$ cat config.mk
export PLATFORM = sky130hd
export DESIGN_NAME = cbus_arbiter_flat
export DESIGN_NICKNAME = d
export VERILOG_FILES = /design/src/rtl/cbus_arbiter_if.sv /design/src/rtl/cbus_arbiter.sv /design/src/flat_wrapper.sv
export SDC_FILE = /design/constraint.sdc
export NUM_CORES = 1
export LEC_CHECK = 0
export ABC_AREA = 0
export CAP_MARGIN = 40
export CORE_AREA = 3 3 107 109
export DETAILED_ROUTE_END_ITERATION = 12
export DIE_AREA = 0 0 110 112
export GPL_TIMING_DRIVEN = 1
export PLACE_DENSITY = 0.71
export SLEW_MARGIN = 20
export SYNTH_ARGS = -nofsm -noshare
export SYNTH_HDL_FRONTEND = slang
export SYNTH_SLANG_ARGS = --single-unit
$ cat constraint.sdc
create_clock -name clk -period 2.3 [get_ports clk]
set_clock_uncertainty 0.1 [all_clocks]
set_input_delay 0.23 -clock clk [delete_from_list [all_inputs] [get_ports clk]]
set_output_delay 0.23 -clock clk [all_outputs]
set_load 0.005 [all_outputs]
$ cat src/rtl/cbus_arbiter_if.sv
// Shared bus bundle around the arbiter: fetch and data request ports plus the downstream memory bus.
// The master modport is the arbiter's view (it masters the downstream bus); slave is the surroundings.
interface cbus_arbiter_if;
  logic        i_valid;
  logic [31:0] i_addr;
  logic        i_addr_ok;
  logic        i_data_ok;
  logic [31:0] i_data;

  logic        d_valid;
  logic [31:0] d_addr;
  logic [1:0]  d_size;
  logic [3:0]  d_strobe;
  logic [31:0] d_wdata;
  logic        d_addr_ok;
  logic        d_data_ok;
  logic [31:0] d_data;

  logic        m_valid;
  logic        m_is_instr;
  logic [31:0] m_addr;
  logic [1:0]  m_size;
  logic [3:0]  m_strobe;
  logic [31:0] m_wdata;
  logic        m_addr_ok;
  logic        m_data_ok;
  logic [31:0] m_data;

  modport master (
    input  i_valid, i_addr,
    output i_addr_ok, i_data_ok, i_data,
    input  d_valid, d_addr, d_size, d_strobe, d_wdata,
    output d_addr_ok, d_data_ok, d_data,
    output m_valid, m_is_instr, m_addr, m_size, m_strobe, m_wdata,
    input  m_addr_ok, m_data_ok, m_data
  );

  modport slave (
    output i_valid, i_addr,
    input  i_addr_ok, i_data_ok, i_data,
    output d_valid, d_addr, d_size, d_strobe, d_wdata,
    input  d_addr_ok, d_data_ok, d_data,
    input  m_valid, m_is_instr, m_addr, m_size, m_strobe, m_wdata,
    output m_addr_ok, m_data_ok, m_data
  );
endinterface

$ cat src/rtl/cbus_arbiter.sv
// Two-to-one fetch/data arbiter for the shared memory bus: data wins by default, and a
// starvation counter forces an instruction grant after a bounded run of contested data grants.
module cbus_arbiter #(
  parameter int unsigned STARVE_LIMIT = 4
) (
  input  logic                 clk,
  input  logic                 resetn,
  cbus_arbiter_if.master       bus
);

  localparam int unsigned CNT_W = 4;
  localparam logic [CNT_W-1:0] LIMIT = CNT_W'(STARVE_LIMIT);

  typedef enum logic [2:0] {
    IDLE   = 3'd0,
    ADDR_I = 3'd1,
    ADDR_D = 3'd2,
    DATA_I = 3'd3,
    DATA_D = 3'd4
  } state_e;

  state_e           state_q, state_d;
  logic [CNT_W-1:0] starve_q, starve_d;

  logic grant_i, grant_d, addr_i, addr_d;

  // State and starvation counter registers
  always_ff @(posedge clk or negedge resetn) begin
    if (!resetn) begin
      state_q  <= IDLE;
      starve_q <= '0;
    end else begin
      state_q  <= state_d;
      starve_q <= starve_d;
    end
  end

  // Arbitration and transaction sequencing; grant is frozen outside IDLE
  always_comb begin
    state_d  = state_q;
    starve_d = starve_q;
    unique case (state_q)
      IDLE: begin
        if (bus.d_valid && (!bus.i_valid || starve_q != LIMIT)) begin
          state_d = ADDR_D;
          if (bus.i_valid) begin
            starve_d = (starve_q == LIMIT) ? starve_q : starve_q + CNT_W'(1);
          end
        end else if (bus.i_valid) begin
          state_d  = ADDR_I;
          starve_d = '0;
        end
      end
      ADDR_I: begin
        if (bus.m_addr_ok) begin
          state_d = bus.m_data_ok ? IDLE : DATA_I;
        end
      end
      ADDR_D: begin
        if (bus.m_addr_ok) begin
          state_d = bus.m_data_ok ? IDLE : DATA_D;
        end
      end
      DATA_I: begin
        if (bus.m_data_ok) begin
          state_d = IDLE;
        end
      end
      DATA_D: begin
        if (bus.m_data_ok) begin
          state_d = IDLE;
        end
      end
      default: begin
        state_d = IDLE;
      end
    endcase
  end

  assign addr_i  = (state_q == ADDR_I);
  assign addr_d  = (state_q == ADDR_D);
  assign grant_i = addr_i || (state_q == DATA_I);
  assign grant_d = addr_d || (state_q == DATA_D);

  // Downstream request: pass-through of the granted side during the address phase only
  assign bus.m_valid    = addr_i || addr_d;
  assign bus.m_is_instr = grant_i;
  assign bus.m_addr     = addr_i ? bus.i_addr : (addr_d ? bus.d_addr : 32'd0);
  assign bus.m_size     = addr_i ? 2'b10 : (addr_d ? bus.d_size : 2'b00);
  assign bus.m_strobe   = addr_d ? bus.d_strobe : 4'd0;
  assign bus.m_wdata    = addr_d ? bus.d_wdata : 32'd0;

  // Responses routed unbuffered to the granted side; IDLE swallows stray data_ok
  assign bus.i_addr_ok  = addr_i && bus.m_addr_ok;
  assign bus.i_data_ok  = grant_i && bus.m_data_ok;
  assign bus.i_data     = grant_i ? bus.m_data : 32'd0;
  assign bus.d_addr_ok  = addr_d && bus.m_addr_ok;
  assign bus.d_data_ok  = grant_d && bus.m_data_ok;
  assign bus.d_data     = grant_d ? bus.m_data : 32'd0;

endmodule

$ cat src/flat_wrapper.sv
// flat-port wrapper written by rule: the top's interface ports become plain ports
module cbus_arbiter_flat 
#(
  parameter int unsigned STARVE_LIMIT = 4
)
  (clk, resetn, bus_i_valid, bus_i_addr, bus_i_addr_ok, bus_i_data_ok, bus_i_data, bus_d_valid, bus_d_addr, bus_d_size, bus_d_strobe, bus_d_wdata, bus_d_addr_ok, bus_d_data_ok, bus_d_data, bus_m_valid, bus_m_is_instr, bus_m_addr, bus_m_size, bus_m_strobe, bus_m_wdata, bus_m_addr_ok, bus_m_data_ok, bus_m_data);
  cbus_arbiter_if bus_i ();
  input  logic clk;
  input  logic resetn;
  input wire logic [$bits(bus_i.i_valid)-1:0] bus_i_valid;
  input wire logic [$bits(bus_i.i_addr)-1:0] bus_i_addr;
  output wire logic [$bits(bus_i.i_addr_ok)-1:0] bus_i_addr_ok;
  output wire logic [$bits(bus_i.i_data_ok)-1:0] bus_i_data_ok;
  output wire logic [$bits(bus_i.i_data)-1:0] bus_i_data;
  input wire logic [$bits(bus_i.d_valid)-1:0] bus_d_valid;
  input wire logic [$bits(bus_i.d_addr)-1:0] bus_d_addr;
  input wire logic [$bits(bus_i.d_size)-1:0] bus_d_size;
  input wire logic [$bits(bus_i.d_strobe)-1:0] bus_d_strobe;
  input wire logic [$bits(bus_i.d_wdata)-1:0] bus_d_wdata;
  output wire logic [$bits(bus_i.d_addr_ok)-1:0] bus_d_addr_ok;
  output wire logic [$bits(bus_i.d_data_ok)-1:0] bus_d_data_ok;
  output wire logic [$bits(bus_i.d_data)-1:0] bus_d_data;
  output wire logic [$bits(bus_i.m_valid)-1:0] bus_m_valid;
  output wire logic [$bits(bus_i.m_is_instr)-1:0] bus_m_is_instr;
  output wire logic [$bits(bus_i.m_addr)-1:0] bus_m_addr;
  output wire logic [$bits(bus_i.m_size)-1:0] bus_m_size;
  output wire logic [$bits(bus_i.m_strobe)-1:0] bus_m_strobe;
  output wire logic [$bits(bus_i.m_wdata)-1:0] bus_m_wdata;
  input wire logic [$bits(bus_i.m_addr_ok)-1:0] bus_m_addr_ok;
  input wire logic [$bits(bus_i.m_data_ok)-1:0] bus_m_data_ok;
  input wire logic [$bits(bus_i.m_data)-1:0] bus_m_data;
  assign bus_i.i_valid = bus_i_valid;
  assign bus_i.i_addr = bus_i_addr;
  assign bus_i_addr_ok = bus_i.i_addr_ok;
  assign bus_i_data_ok = bus_i.i_data_ok;
  assign bus_i_data = bus_i.i_data;
  assign bus_i.d_valid = bus_d_valid;
  assign bus_i.d_addr = bus_d_addr;
  assign bus_i.d_size = bus_d_size;
  assign bus_i.d_strobe = bus_d_strobe;
  assign bus_i.d_wdata = bus_d_wdata;
  assign bus_d_addr_ok = bus_i.d_addr_ok;
  assign bus_d_data_ok = bus_i.d_data_ok;
  assign bus_d_data = bus_i.d_data;
  assign bus_m_valid = bus_i.m_valid;
  assign bus_m_is_instr = bus_i.m_is_instr;
  assign bus_m_addr = bus_i.m_addr;
  assign bus_m_size = bus_i.m_size;
  assign bus_m_strobe = bus_i.m_strobe;
  assign bus_m_wdata = bus_i.m_wdata;
  assign bus_i.m_addr_ok = bus_m_addr_ok;
  assign bus_i.m_data_ok = bus_m_data_ok;
  assign bus_i.m_data = bus_m_data;
  cbus_arbiter #(.STARVE_LIMIT(STARVE_LIMIT)) u_core (.clk(clk), .resetn(resetn), .bus(bus_i));
endmodule
**Word level (Yosys, flattened, before mapping)**

Index checks and enable logic that the tools add are counted.

- $add $sub $neg: 1
- Equal/unequal tests: 11
- Muxes and demuxes: 20
- Reduce and logical (&&, ||, !) cells: 14

Operator list:

| kind | count |
|---|---|
| $mux 32 | 5 |
| $mux 4 | 5 |
| $mux 3 | 6 |
| $pmux 3 s4 | 1 |
| $eq 3x2->1 const B | 2 |
| $mux 2 | 3 |
| $ne 2x2->1 const B | 3 |
| $logic_and 1x1->1 | 5 |
| $add 4x1->4 const B | 1 |
| $eq 4x3->1 const B | 1 |
| $logic_or 1x1->1 | 4 |
| $ne 4x3->1 const B | 1 |
| $reduce_and 4->1 | 1 |
| $eq 3x1->1 const B | 1 |
| $eq 3x3->1 const B | 1 |
| $logic_not 3->1 | 1 |
| $ne 3x2->1 const B | 1 |
| $reduce_and 3->1 | 1 |
| $ne 2x1->1 const B | 1 |
| $reduce_or 2->1 | 1 |
| $logic_not 1->1 | 1 |

- Bits in registers: 7
- Bits of input ports: 140
- Output and inout port bits: 140
- Word-level logic and storage cells: 48

**Depth between registers and ports, before layout**

- Word-level depth: 5
- Gate-level depth with buffers: 7
- Gate-level depth less buffers: 5

**Worst setup path after synthesis**

Ideal clock, no wire load.

- Path kind: register -> output
- From: reg u_core.state_q[0]
- To: out bus_m_addr[10]
- Data arrival time: 1.273 ns
- Data required time: 1.970 ns
- Setup slack: 0.697 ns
- Cell stages (with the launch flop): 8
- Path buffers: 4
- Cells stage by stage: dfrtp_1 -> buf_6 -> nor2b_4 -> buf_6 -> nor2b_4 -> buf_6 -> buf_6 -> a22o_1

- Word-level cells in the longest chain between the ends: 3
- Elaborated cells on any way between the ends: 4
- Those cells by class: eq/ne (2); mux (2)

RTL lines:

| item | RTL line | text |
|---|---|---|
| start: declaration | cbus_arbiter.sv:22 | `state_e state_q, state_d;` |
| start signal: assignment | cbus_arbiter.sv:33 | `state_q <= state_d;` |
| $eq 3x2->1 | cbus_arbiter.sv:81 | `assign addr_d = (state_q == ADDR_D);` |
| $mux 32 | cbus_arbiter.sv:88 | `assign bus.m_addr = addr_i ? bus.i_addr : (addr_d ? bus.d_addr : 32'd0);` |
| $mux 32 * | cbus_arbiter.sv:88 |  |
| end: declaration | flat_wrapper.sv:25 | `output wire logic [$bits(bus_i.m_addr)-1:0] bus_m_addr;` |

Mark *: on every way between the ends. The rest lies on a longest branch, timed or not.

**Final worst setup path**

- From: reg u_core.state_q[2]
- To: out bus_m_addr[9]

The elaborated chain is that of the path after synthesis.

==> flow_summary_export.csv <==
group,metric,value,unit
yosys,syn_nets,356,
pwr,seqPwrFrac,6.0,%
global_routing,grt_pass1_vias,2939,
die,rows,38,
run_status,outcome,"finished clean",
setup_path,slowest_stage,"clkdlybuf4s50_1",
pwr,peakVddDrop,526,uV
yosys,postSynthAreaPerCell,7.53,um^2
setup_path,cp_data_required_time,1.97,ns
clock_tree,tritoncts,"yes",
yosys,netlist_area,1610,um^2
detailed_routing,viasPerCell,4.27,
timing,worst_pin_slew,0.382,ns
die,dieWidth,110,um
clock_tree,cts_buffers,3,
finish,syn2layout_area_growth,203,%
hold_path,hold_path.class,"in -> async",
global_routing,gr-total-overflow,0,
clock_tree,clock_path_buffers,2,
setup_path,end_kind,"primary output",
place,gp_congestion,0.754,
setup_path,cpMostUsedCell,"nor2b_4",
yosys,synthFlopType,"dfrtp_1",
setup_path,cp_slowest_stage_delay,0.52,ns
pwr,switching_share,36.0,%
pwr,intPower,2690,uW
timing,grt_setup_unrepaired,"true",
global_routing,grt.total_usage,16.8,%
timing,post-route-period-util,98.0,%
die,start_util,15.1,%
timing,relSlewSlack,74.5,%
setup_path,crit_fanout,32,
place,dp_hpwl,9.25,mm
setup_path,worstPathCellList,"nor2b_4 -> nor2b_4 -> buf_12 -> a22o_1 -> clkdlybuf4s50_1",
finish,layout_common_cells,"clkdlybuf4s50_1 (216), and2_1 (103), dlymetal6s2s_1 (58)",
place,port_buffers,279,
detailed_routing,ant_nets,0,
place,preCtsSetupSlack,0.190,ns
place,place_area,4560,um^2
setup_path,worst-setup-path-type,"reg -> out",
detailed_routing,firstDrtPassIters,4,
timing,fin_crit,2.25,ns
timing,setup_viol,0,
pwr,clkPwrFrac,4.3,%
pwr,p_per_area,861,nW/um^2
pwr,p_sw,1520,uW
yosys,postSynthCellCount,214,
place,placedCellCount,619,
finish,final_cell_count_no_fill,630,
timing,setup_ws,0.0451,ns
clock_tree,clock_latency,0.23,ns
finish,post-route-cell-area,4880,um^2
global_routing,grt_pass1_wl,16.2,mm
timing,report.final.slew_viol_count,0,
die,ios,280,
clock_tree,clkSinkCount,7,
setup_path,arrival,1.92,ns
finish,final_nets,633,
yosys,synth_edf_count,0,
timing,hold_violations,0,
clock_tree,cts_hold_buf,0,
detailed_routing,drc,0,
flow_run,drv_cap,0,
detailed_routing,vias,2691,
timing,timing.fmax,443,MHz
detailed_routing,wl_per_cell,18.4,um
yosys,yosys_warnings,0,
detailed_routing,drt_iter0_drc,128,
detailed_routing,totalWireLength,11.6,mm
global_routing,antenna_found_initial,0,
pwr,power_frac_comb,89.7,%
die,dieArea,12300,um^2
finish,drive_gt1_share,5.71,%
clock_tree,clock-root-buffer,"clkbuf_8",
finish,final_common_cell,"clkdlybuf4s50_1",
finish,n_antenna_cell,0,
clock_tree,htree_levels,1,
yosys,async_reset_ff_share,100,%
die,die_y,112,um
setup_path,critPathLaunchType,"flop",
die,core,10700,um^2
global_routing,grt_max_degree,41,
clock_tree,clk_pin_slew,0.04,ns
yosys,ys_seq_area_share,10.9,%
pwr,p_leak,0.00277,uW
yosys,synth_cell_types,35,
yosys,synth-seq-cells,7,
==> state kept, by name, indices dropped and copies added (netlist names) <==
name             count
u_core.starve_q      4
u_core.state_q       3
==> metal layers <==
layer  up-vias  wire (um)  GRT usage [%]
met5         -          0              0
met4         0        116           3.33
met3         8       1460           5.51
met2       180       5980           31.4
met1      1222       4060           18.1
li1       1281          -              -
==> kinds of logic after synthesis <==
| logic type | synth area share (%) |
|---|---|
| buffers and inverters | 9.78 |
| DFF | 10.9 |
| AOI/OAI and AO/OA | 22.6 |
| and+or+nand+nor | 54.7 |
| xor gates and xnor gates | 0.544 |
| adders and majority gates | 1.55 |
==> synth_stat cells, types with 2 or more instances <==
library cell,n,share of area [%]
a22o_1,32,17
nand2_1,4,0.93
dfrtp_1,7,11
nor3_1,2,0.62
nand4_1,3,1.2
ha_1,2,1.6
inv_1,4,0.93
buf_2,4,1.2
nor2_1,4,0.93
clkbuf_2,5,1.6
o221a_1,2,1.4
and2_1,103,40
buf_6,6,4.2
nand2b_1,4,1.6
clkbuf_1,6,1.4
and3_1,2,0.78
nor2b_4,2,1.7
o21ai_0,3,0.93
nand4b_1,3,1.6
==> worst max-delay path, delay by kind of cell, from the launching register on <==
| kind | cells | cell delay (ns) |
|---|---|---|
| compound gates | 1 | 0.15 |
| buf+inv | 2 | 0.71 |
| flops | 1 | 0.48 |
| simple gates | 2 | 0.35 |
==> path summary, 6_finish.rpt <==
path / start / to / slack [ns] / cells past startpoint
max in group asynchronous: resetn / u_core.state_q[1] / 1.62 / 1
min in group clk: u_core.starve_q[3] / u_core.starve_q[3] / 0.46 / 1
hold reg to reg: u_core.starve_q[3] / u_core.starve_q[3] / 0.46 / 1
setup / recovery: u_core.state_q[2] / bus_m_addr[9] / 0.05 / 5
setup reg to reg: u_core.state_q[2] / u_core.starve_q[3] / 0.60 / 5
hold / removal: resetn / u_core.starve_q[0] / 0.18 / 1
==> power by group through the flow <==
stage               sequential (uW)  clock, uW  combinational [uW]
detailed placement              238          0                3650
floorplan                       202          0                1500
global placement                231          0                3640
global route                    258        191                4070
finish                          251        183                3770
CTS                             238        189                3770
==> final cells by class <==
cell class / instances / area [um^2]
fill: 1009 / 5820
timing repair buffer: 294 / 3170
multi-input combinational: 181 / 1300
sequential: 7 / 179
tap: 140 / 175
clock buffer: 4 / 45.0
inverter: 4 / 15.0
==> through the flow <==
| step | hold WS, ns | total power (uW) | TNS [ns] | utilization (%) |
|---|---|---|---|---|
| detailed placement | 0.434 | 3890 | 0 | 42.6 |
| CTS | 0.181 | 4190 | -0.00577 | 43.5 |
| global placement | 0.409 | 3870 | 0 | 42.6 |
| finish | 0.182 | 4200 | 0 | 45.6 |
| global route | 0.217 | 4520 | -0.00739 | 45.6 |
| floorplan | -0.166 | 1710 | 0 | - |
==> timing repair <==
item                       in CTS  in global routing
pin swaps                       1                  1
gates cloned                    1                  3
gates resized for setup         9                 62
buffers inserted                3                  0
setup endpoints to repair      91                 85
(Power assumes the default switching activity.)
